## config.mk

```make
export PLATFORM = sky130hd
export DESIGN_NAME = muldiv_sequencer
export DESIGN_NICKNAME = d
export VERILOG_FILES = /design/src/rtl/muldiv_sequencer_pkg.sv /design/src/rtl/muldiv_datapath.sv /design/src/rtl/muldiv_sequencer.sv
export SDC_FILE = /design/constraint.sdc
export NUM_CORES = 1
export LEC_CHECK = 0
export CAP_MARGIN = 20
export CORE_MARGIN = 2
export CORE_UTILIZATION = 45
export CTS_CLUSTER_SIZE = 8
export DETAILED_ROUTE_END_ITERATION = 6
export PLACE_DENSITY_LB_ADDON = 0.12
export SYNTH_ARGS = -nofsm -noshare
export SYNTH_HDL_FRONTEND = slang
export SYNTH_HIERARCHICAL = 1
export SYNTH_SLANG_ARGS = --single-unit
```

## constraint.sdc

```tcl
create_clock -name clk -period 3.2 [get_ports clk]
set_input_delay 0.48 -clock clk [delete_from_list [all_inputs] [get_ports clk]]
set_output_delay 0.48 -clock clk [all_outputs]
set_load 0.02 [all_outputs]
```

## src/rtl/muldiv_sequencer_pkg.sv

```systemverilog
// Shared types and constants for the iterative multiply/divide unit.
// Optional build macro: MULDIV_EARLY_OUT_EN. When it is defined, a divide
// whose dividend magnitude is below the divisor magnitude finishes in one cycle.
package muldiv_sequencer_pkg;

  localparam int OPERAND_WIDTH = 32;
  localparam int MULDIV_LATENCY = OPERAND_WIDTH + 2;
  localparam logic RESET = 1'b0;

  typedef enum logic [4:0] {
    ALU_ADD  = 5'd0,
    ALU_SUB  = 5'd1,
    ALU_XOR  = 5'd2,
    ALU_OR   = 5'd3,
    ALU_AND  = 5'd4,
    ALU_SLL  = 5'd5,
    ALU_SRL  = 5'd6,
    ALU_SRA  = 5'd7,
    ALU_SLT  = 5'd8,
    ALU_SLTU = 5'd9,
    ALU_MUL  = 5'd10,
    ALU_MULU = 5'd11,
    ALU_DIV  = 5'd12,
    ALU_DIVU = 5'd13,
    ALU_REM  = 5'd14,
    ALU_REMU = 5'd15
  } alu_operation_type;

  typedef enum logic [1:0] {
    IDLE  = 2'd0,
    CALC  = 2'd1,
    FIXUP = 2'd2,
    DONE  = 2'd3
  } muldiv_state_type;

  function automatic logic is_muldiv_op(input alu_operation_type op);
    case (op)
      ALU_MUL, ALU_MULU, ALU_DIV, ALU_DIVU, ALU_REM, ALU_REMU: return 1'b1;
      default:                                                 return 1'b0;
    endcase
  endfunction

  function automatic logic is_div_op(input alu_operation_type op);
    return (op == ALU_DIV) || (op == ALU_DIVU) || (op == ALU_REM) || (op == ALU_REMU);
  endfunction

  function automatic logic is_signed_div_op(input alu_operation_type op);
    return (op == ALU_DIV) || (op == ALU_REM);
  endfunction

  function automatic logic is_rem_op(input alu_operation_type op);
    return (op == ALU_REM) || (op == ALU_REMU);
  endfunction

endpackage

```

## src/rtl/muldiv_datapath.sv

```systemverilog
// Accumulators and one-bit-per-cycle shift-add / restoring shift-subtract step.
// acc_hi holds the product high word or the partial remainder; acc_lo holds
// the product low word or the dividend being shifted into the quotient.
module muldiv_datapath
  import muldiv_sequencer_pkg::*;
#(
  parameter int WIDTH = OPERAND_WIDTH
) (
  input  logic              clk,
  input  logic              reset,
  input  logic              load,
  input  logic              step,
  input  logic              fixup,
  input  logic              fast,
  input  logic [WIDTH-1:0]  fast_value,
  input  alu_operation_type op,
  input  logic [WIDTH-1:0]  operand_a,
  input  logic [WIDTH-1:0]  operand_b,
  output logic [WIDTH-1:0]  result
);

  alu_operation_type op_reg;
  logic              neg_quo_reg;
  logic              neg_rem_reg;
  logic [WIDTH-1:0]  mag_b_reg;
  logic [WIDTH-1:0]  acc_hi_reg;
  logic [WIDTH-1:0]  acc_lo_reg;
  logic [WIDTH-1:0]  result_reg;

  logic              signed_div;
  logic [WIDTH-1:0]  mag_a;
  logic [WIDTH-1:0]  mag_b;
  logic [WIDTH:0]    mul_sum;
  logic [WIDTH:0]    div_shift;
  logic              div_ge;
  logic [WIDTH-1:0]  div_diff;
  logic [WIDTH-1:0]  acc_hi_next;
  logic [WIDTH-1:0]  acc_lo_next;
  logic [WIDTH-1:0]  fixup_value;

  // Operand magnitudes at load: only signed divides strip the sign, multiplies
  // work on raw bits since just the unsigned product words are returned.
  always_comb begin
    signed_div = is_signed_div_op(op);
    mag_a      = (signed_div && operand_a[WIDTH-1]) ? -operand_a : operand_a;
    mag_b      = (signed_div && operand_b[WIDTH-1]) ? -operand_b : operand_b;
  end

  // One iteration of either the multiply or the divide recurrence.
  always_comb begin
    mul_sum   = {1'b0, acc_hi_reg} + (acc_lo_reg[0] ? {1'b0, mag_b_reg} : '0);
    div_shift = {acc_hi_reg, acc_lo_reg[WIDTH-1]};
    div_ge    = div_shift >= {1'b0, mag_b_reg};
    // The remainder after a successful subtract is below the divisor, so the
    // low WIDTH bits of the difference are exact.
    div_diff  = div_shift[WIDTH-1:0] - mag_b_reg;
    if (is_div_op(op_reg)) begin
      acc_hi_next = div_ge ? div_diff : div_shift[WIDTH-1:0];
      acc_lo_next = {acc_lo_reg[WIDTH-2:0], div_ge};
    end else begin
      acc_hi_next = mul_sum[WIDTH:1];
      acc_lo_next = {mul_sum[0], acc_lo_reg[WIDTH-1:1]};
    end
  end

  // Final word selection with sign correction for signed divides.
  always_comb begin
    case (op_reg)
      ALU_MUL:           fixup_value = acc_lo_reg;
      ALU_MULU:          fixup_value = acc_hi_reg;
      ALU_DIV, ALU_DIVU: fixup_value = neg_quo_reg ? -acc_lo_reg : acc_lo_reg;
      ALU_REM, ALU_REMU: fixup_value = neg_rem_reg ? -acc_hi_reg : acc_hi_reg;
      default:           fixup_value = '0;
    endcase
  end

  // Accumulator, latched-operand and result registers.
  always_ff @(posedge clk) begin
    if (reset == RESET) begin
      op_reg      <= ALU_ADD;
      neg_quo_reg <= 1'b0;
      neg_rem_reg <= 1'b0;
      mag_b_reg   <= '0;
      acc_hi_reg  <= '0;
      acc_lo_reg  <= '0;
      result_reg  <= '0;
    end else begin
      if (load) begin
        op_reg      <= op;
        neg_quo_reg <= signed_div && (operand_a[WIDTH-1] ^ operand_b[WIDTH-1]);
        neg_rem_reg <= signed_div && operand_a[WIDTH-1];
        mag_b_reg   <= mag_b;
        acc_hi_reg  <= '0;
        acc_lo_reg  <= mag_a;
      end else if (step) begin
        acc_hi_reg  <= acc_hi_next;
        acc_lo_reg  <= acc_lo_next;
      end
      if (fast) begin
        result_reg <= fast_value;
      end else if (fixup) begin
        result_reg <= fixup_value;
      end
    end
  end

  assign result = result_reg;

endmodule

```

## src/rtl/muldiv_sequencer.sv

```systemverilog
// Multi-cycle M-extension controller: handshake, FSM, iteration counter and
// divide corner-case fast path. Arithmetic lives in muldiv_datapath.
// Optional build macro: MULDIV_EARLY_OUT_EN (divide with |a| < |b| finishes early).
module muldiv_sequencer
  import muldiv_sequencer_pkg::*;
#(
  parameter int WIDTH = OPERAND_WIDTH,
  parameter int CNT_W = $clog2(WIDTH)
) (
  input  logic              clk,
  input  logic              reset,
  input  logic              start_i,
  input  alu_operation_type op_i,
  input  logic [WIDTH-1:0]  operand_a_i,
  input  logic [WIDTH-1:0]  operand_b_i,
  input  logic              kill_i,
  output logic              ready_o,
  output logic              busy_o,
  output logic              done_o,
  output logic [WIDTH-1:0]  result_o
);

  muldiv_state_type state_reg;
  logic [CNT_W-1:0] count_reg;
  logic             done_reg;

  logic             accept;
  logic             fast_hit;
  logic [WIDTH-1:0] fast_value;
  logic             div_op;
  logic             rem_op;
  logic             sdiv_op;

`ifdef MULDIV_EARLY_OUT_EN
  logic [WIDTH-1:0] ea_mag_a;
  logic [WIDTH-1:0] ea_mag_b;
`endif

  assign ready_o = (state_reg == IDLE) || (state_reg == DONE);
  assign accept  = start_i && ready_o && is_muldiv_op(op_i) && !kill_i;
  assign busy_o  = (state_reg == CALC) || (state_reg == FIXUP) || accept;
  assign done_o  = done_reg;

  // Detect results that need no iteration: divide by zero, signed overflow
  // and (optionally) a dividend smaller than the divisor.
  always_comb begin
    div_op     = is_div_op(op_i);
    rem_op     = is_rem_op(op_i);
    sdiv_op    = is_signed_div_op(op_i);
    fast_hit   = 1'b0;
    fast_value = '0;
`ifdef MULDIV_EARLY_OUT_EN
    ea_mag_a   = (sdiv_op && operand_a_i[WIDTH-1]) ? -operand_a_i : operand_a_i;
    ea_mag_b   = (sdiv_op && operand_b_i[WIDTH-1]) ? -operand_b_i : operand_b_i;
`endif
    if (div_op && (operand_b_i == '0)) begin
      fast_hit   = 1'b1;
      fast_value = rem_op ? operand_a_i : '1;
    end else if (sdiv_op && (operand_a_i == {1'b1, {(WIDTH-1){1'b0}}}) &&
                 (operand_b_i == '1)) begin
      fast_hit   = 1'b1;
      fast_value = rem_op ? '0 : operand_a_i;
    end
`ifdef MULDIV_EARLY_OUT_EN
    else if (div_op && (ea_mag_a < ea_mag_b)) begin
      fast_hit   = 1'b1;
      fast_value = rem_op ? operand_a_i : '0;
    end
`endif
  end

  // Control FSM with iteration counter and registered done pulse.
  always_ff @(posedge clk) begin
    if (reset == RESET) begin
      state_reg <= IDLE;
      count_reg <= '0;
      done_reg  <= 1'b0;
    end else begin
      done_reg <= 1'b0;
      case (state_reg)
        IDLE, DONE: begin
          if (accept) begin
            if (fast_hit) begin
              state_reg <= DONE;
              done_reg  <= 1'b1;
            end else begin
              state_reg <= CALC;
              count_reg <= CNT_W'(WIDTH - 1);
            end
          end else begin
            state_reg <= IDLE;
          end
        end
        CALC: begin
          if (kill_i) begin
            state_reg <= IDLE;
          end else if (count_reg == '0) begin
            state_reg <= FIXUP;
          end else begin
            count_reg <= count_reg - 1'b1;
          end
        end
        FIXUP: begin
          if (kill_i) begin
            state_reg <= IDLE;
          end else begin
            state_reg <= DONE;
            done_reg  <= 1'b1;
          end
        end
        default: state_reg <= IDLE;
      endcase
    end
  end

  muldiv_datapath #(
    .WIDTH(WIDTH)
  ) u_datapath (
    .clk        (clk),
    .reset      (reset),
    .load       (accept),
    .step       ((state_reg == CALC) && !kill_i),
    .fixup      ((state_reg == FIXUP) && !kill_i),
    .fast       (accept && fast_hit),
    .fast_value (fast_value),
    .op         (op_i),
    .operand_a  (operand_a_i),
    .operand_b  (operand_b_i),
    .result     (result_o)
  );

endmodule

```

==> out/qor.yml, run 1 <==
floorplan:
  start_util_pct: 46.0
  fp.dieH_um: 181
  die_w_um: 181
  die_area_um2: 32900
  rows: 64
  boundaryPins: 108
  core_area_um2: 30700
route:
  routed_wl_mm: 61.5
  vias: 17300
  dr.pass1.iters: 7
  wl_per_cell_um: 22.2
  route.detailed.drc: 14
  drtAntennaViolNets: 0
  via_per_inst: 6.24
  drt_iter0_drc: 1719
timing:
  finalCritPeriodShare_pct: 102
  finalSetupViolations: 1
  relSlewSlack_pct: 26.7
  period_needed_ps: 3250
  final.setup.tns_ps: -53.2
  timing.final.ws_setup_ps: -53.2
  fin_hold_ws_ps: 475
  fin_skew_ps: 15.9
  rsz0062_at_grt: "true"
  hold_viol: 0
  fmax_mhz: 307
  slew_viol_final: 0
  tightest_slew_ps: 1100
placed_design:
  hpwl_mm: 47.2
  portBuffers: 107
  dp_slack_ps: -493
  placed_area_um2: 17800
  routabilityCongestion: 0.994
  placedCellCount: 2719
finish:
  syn_to_final_growth_pct: 35.0
  insertedDiodeCount: 0
  fin_nets: 2512
  final_area_um2: 19100
  fillCellCount: 2892
  final_util_pct: 62.1
  drive_above_1_share_pct: 21.4
  post_layout_nonfiller_instances: 2773
run:
  maxCapViolCount: 0
cts:
  cts_tree: "yes"
  cts_hold_buf: 0
  clkTransAtPathRegs_ps: 70
  htreeDepth: 4
  cts_buffers: 17
  clkLatencyLatePin_ps: 440
  root_buffer: "clkbuf_16"
  clock_sinks: 143
  cts_max_path_buffers: 2
yosys:
  yosys-top-cells-area: "dfxtp_1 (20%), nor2_1 (6.8%), a21oi_1 (6.5%)"
  synth_cell_types: 87
  synth_top_cell_by_area: "dfxtp_1"
  yosysTopAreaCellShare_pct: 20.2
  synth_edf_count: 0
  synthArstFlopShare_pct: 0
  synth_seq_cells: 143
  synth.avg_cell_area_um2: 6.97
  netlist_instances: 2031
  ys_warn_count: 6
  yosysSeqAreaShare_pct: 20.2
  synth_nets: 2179
  syn_area_um2: 14100
  yosys_most_used_dff: "dfxtp_1"
setup_path:
  critPathLaunchType: "flop"
  cp-end-kind: "flop"
  cp_max_fo: 3
  crit_required_ps: 3480
  arrival_ps: 3530
  timing_worst_setup_path_type: "flop to flop"
power:
  ir_drop_mv: 0.356
  power_density_nw_per_um2: 287
  power_mw: 5.47
  power_leakage_nw: 7.99
global_routing:
  grt_pass1_vias: 16400
  grt_first_pass_wirelength_mm: 93.4
  grt-ovfl-total: 0
  grt_max_degree: 100
  antenna_found_initial: 0
  grt.total_usage_pct: 36.4
worst_hold_path:
  worstHoldPathType: "flop to flop"
run_status:
  failed_checks: "design-rule violations, negative setup slack"
  outcome: "finished with violations"
==> worst paths after layout <==
| path | endpoint | from | slack (ps) | cells past startpoint |
|---|---|---|---|---|
| min reg2reg | u_datapath/mag_b_reg[31]$_SDFFE_PN0P_ | u_datapath/mag_b_reg[31]$_SDFFE_PN0P_ | 470 | 2 |
| max | u_datapath/result[30]$_SDFFE_PN0P_ | u_datapath/acc_hi_reg[0]$_SDFFE_PP0P_ | -50 | 12 |
| min | u_datapath/mag_b_reg[31]$_SDFFE_PN0P_ | u_datapath/mag_b_reg[31]$_SDFFE_PN0P_ | 470 | 2 |
| max reg2reg | u_datapath/result[30]$_SDFFE_PN0P_ | u_datapath/acc_hi_reg[0]$_SDFFE_PP0P_ | -50 | 12 |
==> synthesized netlist by cell type (all sizes together), types with 15 or more instances <==
master  instances
a21oi         184
a311oi         35
or4            20
or3            24
ha             73
nor2b          18
nand4          29
nor4           34
nand3          29
o41ai          17
o22ai          23
dfxtp         143
a31oi          25
a221oi         28
inv            75
nand2b         15
nor3           46
xnor2          62
xor2           65
clkbuf        126
o31ai          18
o21ai         144
nand2         206
nor2          258
a21o           65
nor3b          33
a211oi         53
buf            16
==> layout make-up <==
type	instances	area (µm²)	area share [%]
inverters	75	287	1.50
multi-input cells	1671	10900	57.3
clock buffers	17	425	2.23
repair buffers	456	3910	20.5
well taps	396	495	2.59
clock inverters	15	165	0.865
flip-flops and latches	143	2870	15.0
==> power by group <==
part	total, mW	internal, mW	switching, mW	leakage [nW]
sequential	1.85	1.81	0.0394	1.16
clock	2.09	1.11	0.983	0.284
combinational	1.53	0.702	0.829	6.55
==> logic make-up after synthesis <==
logic type	count (synthesis)	synth area share (%)
buffers and inverters	217	5.82
XOR/XNOR	127	7.86
multiplexers	13	0.929
AND/OR/NAND/NOR	771	26.5
flip-flops	143	20.2
adder cells (fa/ha/maj)	75	6.74
AO/OA/AOI/OAI	685	31.9
==> what timing repair did <==
action / in CTS / in global routing
endpoints found under the hold margin: 0 / 0
gates resized for setup: 29 / 103
setup buffers: 8 / 10
endpoints found under the setup margin: 27 / 58
cloned: 0 / 5
pin swaps: 17 / 53
==> cells in the final DEF, fill, tap and decap left out, types with 49 or more instances in the layout <==
master	Yosys	layout
clkdlybuf4s50_1	0	107
buf_4	0	326
a21o_1	64	63
xnor2_1	62	60
a211oi_1	53	49
dfxtp_1	143	138
a21oi_1	184	175
inv_1	74	70
ha_1	73	69
xor2_1	65	65
o21ai_0	139	120
nor2_1	256	250
nand2_1	206	205
==> metal layers <==
layer | global-route usage (%) | routed length, µm | vias to the layer above
met4 | 25.2 | 4630 | 0
met5 | 0 | 0 | -
met3 | 4.90 | 4120 | 221
met2 | 58.9 | 27800 | 806
li1 | - | - | 8165
met1 | 44.9 | 25000 | 8121
==> critical path, stage by stage (launching register included) <==
cell	delay (ps)
dfxtp_2	330
buf_6	110
inv_4	50
ha_4	120
or3b_4	370
or4_4	450
or4b_4	500
or2_4	260
buf_6	120
o41ai_4	240
o21ai_1	120
a221oi_2	330
o22ai_1	100
Note: power is estimated with default switching activity, not from simulation.
==> run 2, diff against run 1 <==
CTS_CLUSTER_DIAMETER = 100   (was unset)
PLACE_DENSITY_LB_ADDON = 0.15   (was 0.12)
clock period = 4.02 ns   (was 3.2 ns; I/O delays follow)
==> out/qor.yml, run 2 (synthesis results as in run 1) <==
global_routing:
  grt_max_degree: 104
  grt.total_usage_pct: 33.8
  grt-ovfl-total: 0
  antenna_found_initial: 1
  grt_first_pass_wirelength_mm: 87.0
  grt_pass1_vias: 14700
floorplan:
  fp.dieH_um: 181
  start_util_pct: 46.0
  rows: 64
  die_w_um: 181
  core_area_um2: 30700
  boundaryPins: 108
  die_area_um2: 32900
cts:
  cts_max_path_buffers: 2
  clkLatencyLatePin_ps: 440
  cts_resized: 0
  cts_buffers: 17
  htreeDepth: 4
  root_buffer: "clkbuf_16"
  cts_hold_buf: 0
  clock_sinks: 143
  cts_tree: "yes"
  cts_setup_buffers: 0
  clkTransAtPathRegs_ps: 70
finish:
  insertedDiodeCount: 0
  layout_common_cells: "nor2_1 (255), nand2_1 (206), a21oi_1 (182)"
  multi_input_area_um2: 10500
  ff_latch_area_um2: 2860
  post_layout_nonfiller_instances: 2504
  fin_nets: 2243
  fillCellCount: 3125
  mostFrequentLayoutCell: "nor2_1"
  drive_above_1_share_pct: 7.40
  syn_to_final_growth_pct: 16.0
timing:
  finalCritPeriodShare_pct: 91.9
  slew_viol_final: 0
  period_needed_ps: 3700
  fmax_mhz: 271
  rsz0062_at_grt: "false"
  finalSetupViolations: 0
  tightest_slew_ps: 1140
  fin_skew_ps: 11.7
  hold_viol: 0
  final.setup.tns_ps: 0
  relSlewSlack_pct: 24.3
route:
  top_layer_used: "met4"
  routed_wl_mm: 56.7
  route.detailed.drc: 0
  vias: 16100
  via_per_inst: 6.42
  drt_iter0_drc: 1669
  met3WireLength_mm: 4.01
  wl_met1_mm: 24.0
  drtAntennaViolNets: 0
  wl_per_cell_um: 22.6
  dr_wl_met2_mm: 25.9
  dr.pass1.iters: 5
placed_design:
  portBuffers: 107
  placedCellCount: 2472
  hpwl_mm: 42.7
  routabilityCongestion: 0.973
setup_path:
  cp_max_fo: 8
  critPathLaunchType: "flop"
  arrival_ps: 3980
  cp-end-kind: "flop"
  rrSetupSlack_ps: 320
  r2r_cells: 11
  worstReg2RegEnd: "u_datapath/result[18]$_SDFFE_PN0P_"
  timing_worst_setup_path_type: "flop to flop"
  worstReg2RegStart: "u_datapath/acc_hi_reg[1]$_SDFFE_PP0P_"
  crit_required_ps: 4300
power:
  power_mw: 4.06
  power_leakage_nw: 6.48
  power_density_nw_per_um2: 247
  ir_drop_mv: 0.302
run:
  maxCapViolCount: 0
run_status:
  outcome: "complete, no violations"
worst_hold_path:
  whs_path_depth: 2
  hold_end: "u_datapath/mag_b_reg[31]$_SDFFE_PN0P_"
  worstHoldPathType: "flop to flop"
  worst_hold_startpoint: "u_datapath/mag_b_reg[31]$_SDFFE_PN0P_"
==> run 2: area by class of cell <==
type	instances	share of cell area (%)
Multi-Input combinational cell	1671	64.0
Sequential cell	143	17.4
Timing Repair Buffer	187	10.4
Tap cell	396	3.02
Clock buffer	21	2.74
Inverter	75	1.73
Clock inverter	11	0.663
==> run 2: through the flow <==
step                      hold slack, ps  utilization (%)  instance area (µm²)  setup WS, ps
after CTS                            466             53.4                16400           382
after global routing                 493             53.4                16400           120
after detailed placement             456             51.6                15900           174
after global placement               452             51.6                15900          83.1
final                                462             53.4                16400           324
after floorplan                      436                -                14100           705
==> run 2: worst max-delay path by stage <==
stage | startpoint | to | slack (ps) | depth (start not counted)
after floorplan | u_datapath/acc_lo_reg[0]$_SDFFE_PN0P_ | u_datapath/acc_hi_reg[27]$_SDFFE_PP0P_ | 700 | 14
after global placement | operand_a_i[18] | u_datapath/result[17]$_SDFFE_PN0P_ | 80 | 12
after detailed placement | operand_a_i[18] | u_datapath/result[17]$_SDFFE_PN0P_ | 170 | 12
after CTS | u_datapath/acc_hi_reg[1]$_SDFFE_PP0P_ | u_datapath/result[30]$_SDFFE_PN0P_ | 380 | 10
after global routing | u_datapath/acc_hi_reg[5]$_SDFFE_PP0P_ | u_datapath/acc_hi_reg[23]$_SDFFE_PP0P_ | 120 | 12
final | u_datapath/acc_hi_reg[1]$_SDFFE_PP0P_ | u_datapath/result[18]$_SDFFE_PN0P_ | 320 | 11
==> run 2: per-layer routing <==
layer  vias to the layer above  global-route usage (%)
met5                         -                       0
met4                         0                    16.1
met3                       118                    4.19
met2                       756                    55.2
met1                      7603                    44.2
li1                       7595                       -
==> run 2: worst max-delay path: stages, from the launching register on <==
cell,delay (ps)
dfxtp_1,420
inv_1,120
ha_1,220
or3b_2,470
or4_1,540
or2_2,370
o21ai_0,530
a211oi_1,150
a21oi_1,190
o311ai_0,170
a221oi_1,300
nor2_1,60
==> run 2: report_power, final <==
| part | switching (mW) | internal (mW) | total (mW) |
|---|---|---|---|
| Sequential | 0.0405 | 1.44 | 1.48 |
| Combinational | 0.596 | 0.387 | 0.983 |
| Clock | 0.716 | 0.876 | 1.59 |
